$ cat src/rtl/apb_req_arbiter.sv
// Round-robin arbiter sharing one APB master among NUM_REQ valid/ready requesters; pready watchdog under APB_REQ_ARBITER_TIMEOUT_EN.
// Accept at T -> psel T+1, penable T+2, rsp pulse T+3 plus wait states; one transfer in flight, others held off by req_ready_o.
`ifndef DEFAULT_ADDR_WIDTH
`define DEFAULT_ADDR_WIDTH 32
`endif
`ifndef DEFAULT_DATA_WIDTH
`define DEFAULT_DATA_WIDTH 32
`endif

module apb_req_arbiter #(
  parameter int NUM_REQ        = 4,
  parameter int ADDR_WIDTH     = `DEFAULT_ADDR_WIDTH,
  parameter int DATA_WIDTH     = `DEFAULT_DATA_WIDTH,
  parameter int TIMEOUT_CYCLES = 256
) (
  input  logic                            clk_i,
  input  logic                            srst_i,
  input  logic [NUM_REQ-1:0]              req_valid_i,
  output logic [NUM_REQ-1:0]              req_ready_o,
  input  logic [NUM_REQ-1:0]              req_write_i,
  input  logic [NUM_REQ*ADDR_WIDTH-1:0]   req_addr_i,
  input  logic [NUM_REQ*DATA_WIDTH-1:0]   req_wdata_i,
  input  logic [NUM_REQ*DATA_WIDTH/8-1:0] req_strb_i,
  output logic [NUM_REQ-1:0]              rsp_valid_o,
  output logic [DATA_WIDTH-1:0]           rsp_rdata_o,
  output logic                            rsp_slverr_o,
  output logic                            psel_o,
  output logic                            penable_o,
  output logic                            pwrite_o,
  output logic [ADDR_WIDTH-1:0]           paddr_o,
  output logic [DATA_WIDTH-1:0]           pwdata_o,
  output logic [DATA_WIDTH/8-1:0]         pstrb_o,
  input  logic                            pready_i,
  input  logic                            pslverr_i,
  input  logic [DATA_WIDTH-1:0]           prdata_i
);

  localparam int IDX_W  = (NUM_REQ > 1) ? $clog2(NUM_REQ) : 1;
  localparam int STRB_W = DATA_WIDTH / 8;

  if (NUM_REQ < 2 || NUM_REQ > 8 || (DATA_WIDTH % 8) != 0 || TIMEOUT_CYCLES < 2) begin : g_cfg_err
    $error("apb_req_arbiter: unsupported parameter set");
  end

  typedef struct packed {
    logic                  write;
    logic [ADDR_WIDTH-1:0] addr;
    logic [DATA_WIDTH-1:0] wdata;
    logic [STRB_W-1:0]     strb;
  } cmd_t;

  typedef enum logic [1:0] {IDLE, SETUP, ACCESS} state_t;

  state_t           state;
  logic [IDX_W-1:0] ptr;
  logic [IDX_W-1:0] gnt_q;
  logic [IDX_W-1:0] gnt_idx;
  logic             gnt_found;
  logic [NUM_REQ-1:0] gnt_oh;
  logic [NUM_REQ-1:0] gnt_q_oh;
  cmd_t             cmd_q;
  cmd_t             cmd_sel;

`ifdef APB_REQ_ARBITER_TIMEOUT_EN
  localparam int TO_LOG = $clog2(TIMEOUT_CYCLES);
  localparam int TO_W   = (TO_LOG < 8) ? 8 : ((TO_LOG > 32) ? 32 : TO_LOG);
  logic [TO_W-1:0] wd_cnt;
`endif

  // Index ptr+off folded back into 0..NUM_REQ-1 (works for non-power-of-two NUM_REQ).
  function automatic logic [IDX_W-1:0] wrap_idx(input int base, input int off);
    int s;
    s = base + off;
    if (s >= NUM_REQ) s = s - NUM_REQ;
    return IDX_W'(s);
  endfunction

  always_comb begin
    gnt_found = 1'b0;
    gnt_idx   = '0;
    for (int i = 0; i < NUM_REQ; i++) begin
      if (!gnt_found && req_valid_i[wrap_idx(int'(ptr), i)]) begin
        gnt_found = 1'b1;
        gnt_idx   = wrap_idx(int'(ptr), i);
      end
    end
  end

  always_comb begin
    cmd_sel.write = req_write_i[gnt_idx];
    cmd_sel.addr  = req_addr_i[gnt_idx*ADDR_WIDTH +: ADDR_WIDTH];
    cmd_sel.wdata = req_wdata_i[gnt_idx*DATA_WIDTH +: DATA_WIDTH];
    cmd_sel.strb  = req_strb_i[gnt_idx*STRB_W +: STRB_W];
  end

  assign gnt_oh      = {{(NUM_REQ-1){1'b0}}, 1'b1} << gnt_idx;
  assign gnt_q_oh    = {{(NUM_REQ-1){1'b0}}, 1'b1} << gnt_q;
  assign req_ready_o = (state == IDLE && gnt_found) ? gnt_oh : '0;

  assign pwrite_o = cmd_q.write;
  assign paddr_o  = cmd_q.addr;
  assign pwdata_o = cmd_q.wdata;
  assign pstrb_o  = cmd_q.strb;

  always_ff @(posedge clk_i) begin
    if (srst_i) begin
      state        <= IDLE;
      ptr          <= '0;
      gnt_q        <= '0;
      cmd_q        <= '0;
      psel_o       <= 1'b0;
      penable_o    <= 1'b0;
      rsp_valid_o  <= '0;
      rsp_rdata_o  <= '0;
      rsp_slverr_o <= 1'b0;
`ifdef APB_REQ_ARBITER_TIMEOUT_EN
      wd_cnt       <= '0;
`endif
    end else begin
      rsp_valid_o <= '0;
      case (state)
        IDLE: begin
          if (gnt_found) begin
            cmd_q  <= cmd_sel;
            gnt_q  <= gnt_idx;
            ptr    <= wrap_idx(int'(gnt_idx), 1);
            psel_o <= 1'b1;
            state  <= SETUP;
          end
        end
        SETUP: begin
          penable_o <= 1'b1;
          state     <= ACCESS;
`ifdef APB_REQ_ARBITER_TIMEOUT_EN
          wd_cnt    <= '0;
`endif
        end
        ACCESS: begin
          if (pready_i) begin
            psel_o       <= 1'b0;
            penable_o    <= 1'b0;
            rsp_valid_o  <= gnt_q_oh;
            rsp_rdata_o  <= prdata_i;
            rsp_slverr_o <= pslverr_i;
            state        <= IDLE;
          end
`ifdef APB_REQ_ARBITER_TIMEOUT_EN
          // Stuck slave: complete the requester with an error instead of hanging the bus.
          else if (wd_cnt == TO_W'(TIMEOUT_CYCLES - 1)) begin
            psel_o       <= 1'b0;
            penable_o    <= 1'b0;
            rsp_valid_o  <= gnt_q_oh;
            rsp_rdata_o  <= '0;
            rsp_slverr_o <= 1'b1;
            state        <= IDLE;
          end else begin
            wd_cnt <= wd_cnt + 1'b1;
          end
`endif
        end
        default: state <= IDLE;
      endcase
    end
  end

endmodule
$ cat config.mk
export PLATFORM = sky130hd
export DESIGN_NAME = apb_req_arbiter
export DESIGN_NICKNAME = d
export VERILOG_FILES = /design/src/rtl/apb_req_arbiter.sv
export SDC_FILE = /design/constraint.sdc
export NUM_CORES = 1
export LEC_CHECK = 0
export BUFFER_PORTS_ARGS = -buffer_cell sky130_fd_sc_hd__buf_2
export CORE_AREA = 2 2 169 171
export DETAILED_ROUTE_END_ITERATION = 8
export DIE_AREA = 0 0 171 173
export GPL_TIMING_DRIVEN = 0
export SLEW_MARGIN = 20
export SYNTH_ARGS = -nofsm -noshare
export SYNTH_HDL_FRONTEND = slang
export SYNTH_SLANG_ARGS = --single-unit
$ cat constraint.sdc
create_clock -name clk_i -period 2.7 [get_ports clk_i]
set_input_delay 0.135 -clock clk_i [delete_from_list [all_inputs] [get_ports clk_i]]
set_output_delay 0.135 -clock clk_i [all_outputs]
set_load 0.02 [all_outputs]
==> results of run 1 <==
## layer usage
metal / global-route usage / up-vias / part of all wire
met5: 0 / - / 0.00086
met4: 0.0473 / 4 / 0.014
met3: 0.0497 / 24 / 0.073
met2: 0.298 / 275 / 0.50
met1: 0.186 / 3019 / 0.41
li1: - / 3153 / -
## cells in the final DEF (no fill, tap or decap), types with 2 or more instances in the layout
cell type and n:
buf_2 437, o221ai_1 58, diode_2 4, clkinvlp_4 4, dlygate4sd3_1 32, clkbuf_1 22, clkinv_2 2, clkbuf_8 3
o21bai_1 2, nor2_1 11, buf_6 18, o21ai_0 6, mux2i_1 138, nand2_1 141, nor2b_1 6, inv_1 2
clkbuf_16 17, a21oi_1 37, dfxtp_1 114, clkinv_4 3, nor4b_1 2, o221ai_2 10
## flip-flops by register name, summed over array words and instances (netlist names)
| signal | count |
|---|---|
| pstrb_o | 4 |
| gnt_q | 2 |
| rsp_valid_o | 4 |
| penable_o | 1 |
| pwrite_o | 1 |
| psel_o | 1 |
| rsp_rdata_o | 32 |
| state | 2 |
| ptr | 2 |
| pwdata_o | 32 |
| paddr_o | 32 |
| rsp_slverr_o | 1 |
## power groups by stage
stage,clock [mW],combinational (mW),sequential (mW)
6_report,2.21,1.99,2.03
3_5_place_dp,0,1.97,2.06
3_3_place_gp,0,1.96,2.05
2_1_floorplan,0,0.946,2.31
5_1_grt,2.36,2.12,2.06
4_1_cts,2.29,2.01,2.03
## through the flow
| stage | total power, mW | area (µm²) |
|---|---|---|
| 2_1_floorplan | 3.26 | 5700 |
| 3_3_place_gp | 4.01 | 8310 |
| 3_5_place_dp | 4.03 | 8310 |
| 4_1_cts | 6.33 | 9210 |
| 5_1_grt | 6.54 | 9210 |
| 6_report | 6.23 | 9220 |
## worst paths after layout
kind                   start         endpoint  slack, ns  cells past startpoint
max                   ptr[1]     pwdata_o[13]       0.30                      7
min           req_write_i[1]         pwrite_o       0.02                      3
max reg2reg           ptr[1]     pwdata_o[13]       0.30                      7
min reg2reg  rsp_rdata_o[11]  rsp_rdata_o[11]       0.45                      2
## what timing repair did
action	in CTS	in global routing
endpoints found under the hold margin	32	0
setup endpoints to repair	0	0
hold buffers	32	0
## cell type report
type,instances,share of cell area
Tap cell,378,0.0513
Timing Repair Buffer,459,0.267
Buffer,50,0.0368
Multi-Input combinational cell,430,0.333
Inverter,2,0.000815
Antenna cell,4,0.00109
Clock inverter,11,0.0114
Sequential cell,114,0.248
Clock buffer,21,0.0510
## logic make-up after synthesis
group	Yosys count	synth area share
AND/OR/NAND/NOR	172	0.127
multiplexers	138	0.242
AO/OA/AOI/OAI	120	0.170
flip-flops	114	0.400
buffers and inverters	52	0.0608
## worst reg2reg max path: stages, from the launching register on
cell      delay, ns
dfxtp_1        0.45
a21oi_1        0.09
or3_1          0.35
and3_1         0.23
nand2_1        0.35
buf_2          0.44
buf_6          0.22
o221ai_1       0.14
==> flow_metrics.py, run 1 <==
metrics = {
    "outcome": {
        "status": "finished, final reports clean",
    },
    "yosys": {
        "ys.flop_type": "dfxtp_1",
        "ys_seq_area_frac": 0.400,
        "synth_cell_types": 35,
        "syn-cell-area_um2": 5700,
        "yosys-top-cells-count": "nand2_1, mux2i_1, dfxtp_1",
        "synth_area_leaders": "dfxtp_1, mux2i_1, nand2_1",
        "synth.most_common_cell": "nand2_1",
        "yosys_warnings": 0,
        "yosysTopAreaCell": "dfxtp_1",
        "synth_fp_nets": 912,
        "synth_top_cell_area_share": 0.400,
        "ys_ff_latch": 114,
        "synth_edf_count": 0,
        "async_reset_ff_frac": 0,
        "postSynthCellCount": 596,
        "postSynthAreaPerCell_um2": 9.56,
    },
    "final_layout": {
        "drive_gt1_frac": 0.464,
        "regArea_um2": 2280,
        "multiInputGateArea_um2": 3070,
        "fin_nets": 1390,
        "nFillCells": 2927,
        "area_delta_synth_final_pct": 61.7,
        "final_cells": 1469,
        "final_util": 0.334,
    },
    "clock_tree": {
        "ctsResizeCount": 0,
        "postCtsSetupBuffers": 0,
        "clock_sinks": 114,
        "cts_root_buf": "clkbuf_16",
        "path_clk_slew_ns": 0.06,
        "cts_tree": "yes",
        "htreeDepth": 4,
        "clk_path_buf_depth": 2,
        "clk_latency_ns": 0.42,
        "cts_made_buffers": 17,
    },
    "setup_path": {
        "crit_required_ns": 2.97,
        "slowest_delay_ns": 0.45,
        "cp_cell_sequence": "a21oi_1 -> or3_1 -> and3_1 -> nand2_1 -> buf_2 -> buf_6 -> o221ai_1",
        "crit_type": "reg -> reg",
        "crit_family": "simple AND/OR/NAND/NOR gates",
        "critPathArrivalTime_ns": 2.68,
        "crit_fanout": 10,
        "cpMaxStageDelayCell": "dfxtp_1",
        "start_kind": "flip-flop",
        "worst-path-buf-inv": 2,
        "end_kind": "flip-flop",
    },
    "power_and_ir_drop": {
        "vdd_drop_max_uv": 303,
        "p_leak_nw": 4.74,
        "p_per_area_nw_per_um2": 675,
        "power_switching_mw": 2.11,
        "swShare": 0.339,
        "p_int_mw": 4.11,
        "p_comb_frac": 0.319,
        "power.share.sequential": 0.326,
        "clock_power_share": 0.355,
    },
    "sta": {
        "tightest_slew_ns": 0.642,
        "hold_slack_ns": 0.0249,
        "finalCriticalPeriod_ns": 2.40,
        "setup_viol": 0,
        "final-hold-violation-count": 0,
        "clock_skew_ns": 0.0142,
        "timing.setup.tns_ns": 0,
        "drv_slew": 0,
        "rsz0062_at_grt": "no",
        "worst_slew_margin_rel": 0.571,
        "period_share": 0.890,
        "max_freq_ghz": 0.416,
        "layout_setup_ws_ns": 0.296,
    },
    "floorplanning": {
        "dieWidth_um": 171,
        "start_util": 0.206,
        "pin_count": 428,
        "coreArea_um2": 27600,
        "dieArea_um2": 29600,
        "num_rows": 61,
        "die_h_um": 173,
    },
    "grt": {
        "grt-ovfl-total": 0,
        "grt_max_degree": 17,
        "antenna_found_initial": 6,
        "grt_pass1_vias": 6515,
        "track_usage": 0.165,
        "grt_pass1_wl_um": 37000,
    },
    "placed_design": {
        "port_buffers": 427,
        "hpwl_um": 19900,
        "gp_congestion": 0.814,
        "dp_cells": 1401,
        "place_ws_ns": 0.233,
    },
    "routing": {
        "routed_via_density": 4.41,
        "routed_wl_um": 25600,
        "ant_nets": 0,
        "wl_per_cell_um": 17.4,
        "drtIter0Drc": 272,
        "route.detailed.drc": 0,
        "detail_route.first_pass.iterations": 5,
        "dr_total_vias": 6475,
    },
    "flow_run": {
        "drv_cap": 0,
    },
    "min_path": {
        "hp-class": "in -> reg",
    },
}
Power figures use the tool's default switching activity.
==> inputs of run 2 (changes only) <==
- SKIP_LAST_GASP: unset -> 1
- clock period: 2.7 -> 2.2 ns (I/O delays scaled with it)
==> run 2 against run 1 <==
  * Fmax is 15% higher
  * Sequential share of layout area is 1.6 points lower
  * Via count is 4.6% higher
  * Clock skew hardly changed
  * Non-clock buffer count is 60 higher
  * Global-route usage is 0.70 points higher
  * Highest routed layer unchanged
  * Count of clock-buffer cells in the layout stayed put
  * Cell count is 4.1% higher
==> flow_metrics.py, run 2 (synthesis results as in run 1) <==
metrics = {
    "outcome": {
        "status": "finished, final reports clean",
    },
    "clock_tree": {
        "cts_tree": "yes",
        "clk_path_buf_depth": 2,
        "clock_sinks": 114,
        "clk_latency_ns": 0.42,
        "path_clk_slew_ns": 0.06,
        "cts_made_buffers": 17,
        "htreeDepth": 4,
        "cts_root_buf": "clkbuf_16",
    },
    "floorplanning": {
        "dieArea_um2": 29600,
        "pin_count": 428,
        "start_util": 0.206,
        "die_h_um": 173,
        "dieWidth_um": 171,
        "num_rows": 61,
        "coreArea_um2": 27600,
    },
    "setup_path": {
        "end_kind": "flip-flop",
        "reg2reg_from": "ptr[0]",
        "crit_fanout": 10,
        "worst-path-buf-inv": 2,
        "crit_required_ns": 2.48,
        "cp_cell_sequence": "nor2b_1 -> nor4_4 -> nor2_1 -> buf_6 -> buf_6 -> mux2i_1 -> o221ai_1",
        "start_kind": "flip-flop",
        "startpoint": "ptr[0]",
        "critPathArrivalTime_ns": 2.36,
        "cpMaxStageDelayCell": "mux2i_1",
        "slowest_delay_ns": 0.38,
        "r2r_end": "pwdata_o[1]",
        "crit_family": "simple AND/OR/NAND/NOR gates",
        "rr_worst_depth": 7,
        "crit_cells": 7,
        "rrSetupSlack_ns": 0.12,
        "crit_top_cell": "buf_6",
        "cp-endpoint": "pwdata_o[1]",
        "crit_type": "reg -> reg",
    },
    "power_and_ir_drop": {
        "p_per_area_nw_per_um2": 788,
        "swShare": 0.340,
        "power_switching_mw": 2.63,
        "p_int_mw": 5.12,
        "p_leak_nw": 5.01,
        "clock_power_share": 0.351,
        "total_power_mw": 7.76,
        "vdd_drop_max_uv": 377,
        "p_comb_frac": 0.328,
        "power.share.sequential": 0.321,
    },
    "grt": {
        "track_usage": 0.172,
        "grt_pass1_vias": 6990,
        "grt_max_degree": 17,
        "grt-ovfl-total": 0,
        "grt_pass1_wl_um": 38700,
        "antenna_found_initial": 6,
    },
    "final_layout": {
        "fin_nets": 1450,
        "final_util": 0.356,
        "final_cell_mix": "buf_2, nand2_1, mux2i_1",
        "drive_gt1_frac": 0.443,
        "area_delta_synth_final_pct": 72.7,
        "layout_commonest_cell": "buf_2",
    },
    "sta": {
        "setup_viol": 0,
        "max_freq_ghz": 0.480,
        "timing.setup.tns_ns": 0,
        "drv_slew": 0,
        "rsz0062_at_grt": "yes",
        "final-hold-violation-count": 0,
        "period_share": 0.947,
        "worst_slew_margin_rel": 0.559,
        "clock_skew_ns": 0.0145,
        "tightest_slew_ns": 0.660,
        "finalCriticalPeriod_ns": 2.08,
    },
    "routing": {
        "route.detailed.drc": 0,
        "wl_per_cell_um": 17.5,
        "drtIter0Drc": 290,
        "detail_route.first_pass.iterations": 5,
        "dr_total_vias": 6774,
        "routed_via_density": 4.43,
        "ant_nets": 0,
        "routed_wl_um": 26700,
    },
    "placed_design": {
        "hpwl_um": 19900,
        "port_buffers": 427,
        "gp_congestion": 0.814,
    },
    "flow_run": {
        "drv_cap": 0,
    },
    "min_path": {
        "holdCritStartpoint": "req_wdata_i[58]",
        "hp-class": "in -> reg",
    },
}
[run 2: worst register-to-register path: stages (launching register included)]
cell	delay [ns]
dfxtp_1	0.33
nor2b_1	0.30
nor4_4	0.11
nor2_1	0.21
buf_6	0.24
buf_6	0.22
mux2i_1	0.39
o221ai_1	0.16
[run 2: how the worst min path moves through the flow]
stage | cells after the start | to | slack (ns)
6_report | 3 | pwdata_o[26] | 0.02
5_1_grt | 3 | pwdata_o[6] | 0.002
4_1_cts | 3 | paddr_o[3] | 0.0001
3_5_place_dp | 3 | rsp_rdata_o[29] | 0.36
3_3_place_gp | 3 | rsp_rdata_o[8] | 0.35
2_1_floorplan | 2 | rsp_rdata_o[0] | 0.25
[run 2: cell type report]
cell class                      instances  area [µm²]
Fill cell                            2859       17800
Buffer                                 50         349
Inverter                                2        7.51
Clock buffer                           21         470
Multi-Input combinational cell        430        3090
Antenna cell                            4        10.0
Clock inverter                         11         105
Sequential cell                       114        2280
Timing Repair Buffer                  519        3060
Tap cell                              378         473
[run 2: what timing repair did]
| action | in CTS | in global routing |
|---|---|---|
| hold endpoints to repair | 65 | 0 |
| resized for setup | 3 | 8 |
| endpoints found under the setup margin | 68 | 43 |
| pin swaps | 0 | 0 |
| hold buffers | 92 | 0 |
| setup buffers | 0 | 0 |
[run 2: power by group through the flow]
stage	sequential [mW]	combinational, mW	clock, mW
floorplan	2.84	1.16	0
global placement	2.52	2.41	0
detailed placement	2.53	2.42	0
CTS	2.49	2.55	2.81
global route	2.52	2.71	2.89
finish	2.49	2.54	2.72
[run 2: through the flow]
stage	hold WS (ns)	cells	setup slack, ns	instance area, µm²
after floorplan	0.246	596	0.509	5700
after detailed placement	0.358	1401	-0.267	8310
after CTS	0.000117	1525	0.00946	9810
final	0.0152	1529	0.117	9840
after global placement	0.352	1401	-0.248	8310
after global routing	0.00190	1526	-0.0297	9840
[run 2: per-layer routing]
layer | wire [µm] | up-vias | track usage
met4 | 442 | 4 | 0.0516
met5 | 22 | - | 0
met1 | 10700 | 3169 | 0.189
met2 | 13600 | 295 | 0.316
li1 | - | 3276 | -
met3 | 1890 | 30 | 0.0501
==> inputs of run 3 (changes only) <==
- CORE_AREA: 2 2 169 171 -> 2 2 165 167
- DIE_AREA: 0 0 171 173 -> 0 0 167 169
==> run 3 against run 2 <==
  * Global-route usage increased by 0.21 points
  * Clock power increased by 4%
  * Clock skew decreased by 0.0050 ns
  * Count of clock-buffer cells in the layout decreased by 3
  * First-iteration DRC count decreased by 2.4%
  * Combinational power about the same
  * Fmax increased by 1.6%
  * Critical path depth unchanged
  * Design area decreased by 2.0%
  * Critical endpoint is now pwdata_o[23]
==> flow_metrics.py, run 3 (synthesis results as in run 1) <==
metrics = {
    "outcome": {
        "status": "finished, final reports clean",
    },
    "power_and_ir_drop": {
        "p_leak_nw": 4.95,
        "vdd_drop_max_uv": 578,
        "power.share.sequential": 0.318,
        "p_int_mw": 5.17,
        "swShare": 0.341,
        "power_switching_mw": 2.67,
        "clock_power_share": 0.359,
        "p_comb_frac": 0.323,
        "p_per_area_nw_per_um2": 813,
    },
    "routing": {
        "routed_via_density": 4.54,
        "drtIter0Drc": 283,
        "ant_nets": 0,
        "routed_wl_um": 25700,
        "wl_per_cell_um": 17.4,
        "dr_total_vias": 6681,
        "detail_route.first_pass.iterations": 5,
        "route.detailed.drc": 0,
    },
    "min_path": {
        "hp-class": "in -> reg",
        "worstHoldPathCells": 3,
        "holdCritStartpoint": "req_addr_i[43]",
        "hold_path_end": "paddr_o[11]",
    },
    "floorplanning": {
        "start_util": 0.215,
        "dieArea_um2": 28200,
        "coreArea_um2": 26500,
        "pin_count": 428,
        "die_h_um": 169,
        "num_rows": 60,
        "dieWidth_um": 167,
    },
    "grt": {
        "grt_max_degree": 17,
        "grt_pass1_vias": 6793,
        "track_usage": 0.174,
        "grt_pass1_wl_um": 37700,
        "antenna_found_initial": 3,
        "grt-ovfl-total": 0,
    },
    "sta": {
        "setup_viol": 0,
        "final-hold-violation-count": 0,
        "timing.setup.tns_ns": 0,
        "rsz0062_at_grt": "no",
        "finalCriticalPeriod_ns": 2.05,
        "clock_skew_ns": 0.00942,
        "drv_slew": 0,
        "period_share": 0.932,
        "worst_slew_margin_rel": 0.486,
        "max_freq_ghz": 0.488,
        "tightest_slew_ns": 0.769,
    },
    "setup_path": {
        "slowest_delay_ns": 0.48,
        "crit_type": "reg -> reg",
        "cpMaxStageDelayCell": "dfxtp_1",
        "rr_worst_depth": 7,
        "reg2reg_from": "ptr[1]",
        "critPathArrivalTime_ns": 2.38,
        "rrSetupSlack_ns": 0.15,
        "start_kind": "flip-flop",
        "r2r_end": "pwdata_o[23]",
        "end_kind": "flip-flop",
        "crit_top_cell": "buf_6",
        "cp_cell_sequence": "a21oi_1 -> or3_1 -> a311o_1 -> buf_2 -> buf_6 -> buf_6 -> o221ai_2",
        "crit_required_ns": 2.53,
        "crit_fanout": 10,
    },
    "final_layout": {
        "layout_commonest_cell": "buf_2",
        "nFillCells": 2671,
        "final_cell_mix": "buf_2, nand2_1, mux2i_1",
        "area_delta_synth_final_pct": 69.2,
        "final_util": 0.364,
        "drive_gt1_frac": 0.453,
        "final_cells": 1472,
        "fin_nets": 1432,
    },
    "placed_design": {
        "port_buffers": 427,
        "dp_cells": 1364,
        "gp_congestion": 0.817,
        "hpwl_um": 19700,
    },
    "clock_tree": {
        "clk_path_buf_depth": 2,
        "path_clk_slew_ns": 0.07,
        "htreeDepth": 4,
        "postCtsSetupBuffers": 0,
        "clock_sinks": 114,
        "cts_root_buf": "clkbuf_16",
        "cts_made_buffers": 17,
        "cts_tree": "yes",
        "clk_latency_ns": 0.41,
    },
    "flow_run": {
        "drv_cap": 0,
    },
}
-- run 3: changes by cell type in the layout (fill, tap and decap cells not counted), sizes merged --
cell / before / now
dlygate4sd3: 92 / 74
clkbuf: 42 / 39
inv: 3 / 6
diode: 4 / 2
bufinv: 1 / 2
clkinvlp: 4 / 3
-- run 3: power by group through the flow --
| stage | combinational [mW] | clock, mW | sequential [mW] |
|---|---|---|---|
| after global placement | 2.42 | 0 | 2.52 |
| after detailed placement | 2.44 | 0 | 2.53 |
| final | 2.53 | 2.82 | 2.49 |
| after floorplan | 1.16 | 0 | 2.84 |
| after CTS | 2.55 | 2.90 | 2.49 |
| after global routing | 2.72 | 2.99 | 2.52 |
-- run 3: repair_timing --
action	CTS	global route
setup endpoints to repair	69	32
hold buffers	74	0
hold endpoints to repair	55	0
resized for setup	5	10
-- run 3: final cells by class --
type                       instances  area, µm²  share of cell area
antenna                            2       5.00            0.000519
timing repair buffer             501       2880               0.298
multi-input combinational        430       3100               0.322
tap                              341        427              0.0442
clock inverter                    14        154              0.0160
inverter                           2       7.51            0.000778
sequential                       114       2280               0.237
clock buffer                      18        439              0.0455
buffer                            50        350              0.0363
-- run 3: critical path: cells and delay by family (launching register included) --
family / cells / cell delay [ns]
AOI/OAI and AO/OA: 3 / 0.55
buffers and inverters: 3 / 0.56
DFF: 1 / 0.48
and+or+nand+nor: 1 / 0.35
-- run 3: metrics by stage --
step	area, µm²	worst slack [ns]	hold slack, ns	power [mW]
global placement	8260	-0.370	0.354	4.94
global route	9640	0.0215	0.0110	8.23
detailed placement	8260	-0.357	0.358	4.97
finish	9650	0.149	0.0148	7.84
CTS	9610	0.000552	0.0000696	7.94
floorplan	5700	0.509	0.246	4.00
-- run 3: worst max path at each step --
stage	endpoint	startpoint	slack, ns	depth (start not counted)
detailed placement	pwdata_o[14]	ptr[1]	-0.36	7
floorplan	pwdata_o[10]	ptr[1]	0.51	7
CTS	pstrb_o[2]	ptr[1]	0.0006	6
global placement	pwdata_o[17]	ptr[1]	-0.37	7
global route	pwdata_o[23]	state[0]	0.02	8
finish	pwdata_o[23]	ptr[1]	0.15	7
-- run 3: routing by layer --
metal | global-route usage | routed length (µm) | share of wire | vias up
met5 | 0 | 13 | 0.00051 | -
met3 | 0.0521 | 1970 | 0.077 | 28
met2 | 0.314 | 12900 | 0.50 | 323
met1 | 0.196 | 10300 | 0.40 | 3081
li1 | - | - | - | 3247
met4 | 0.0570 | 505 | 0.020 | 2
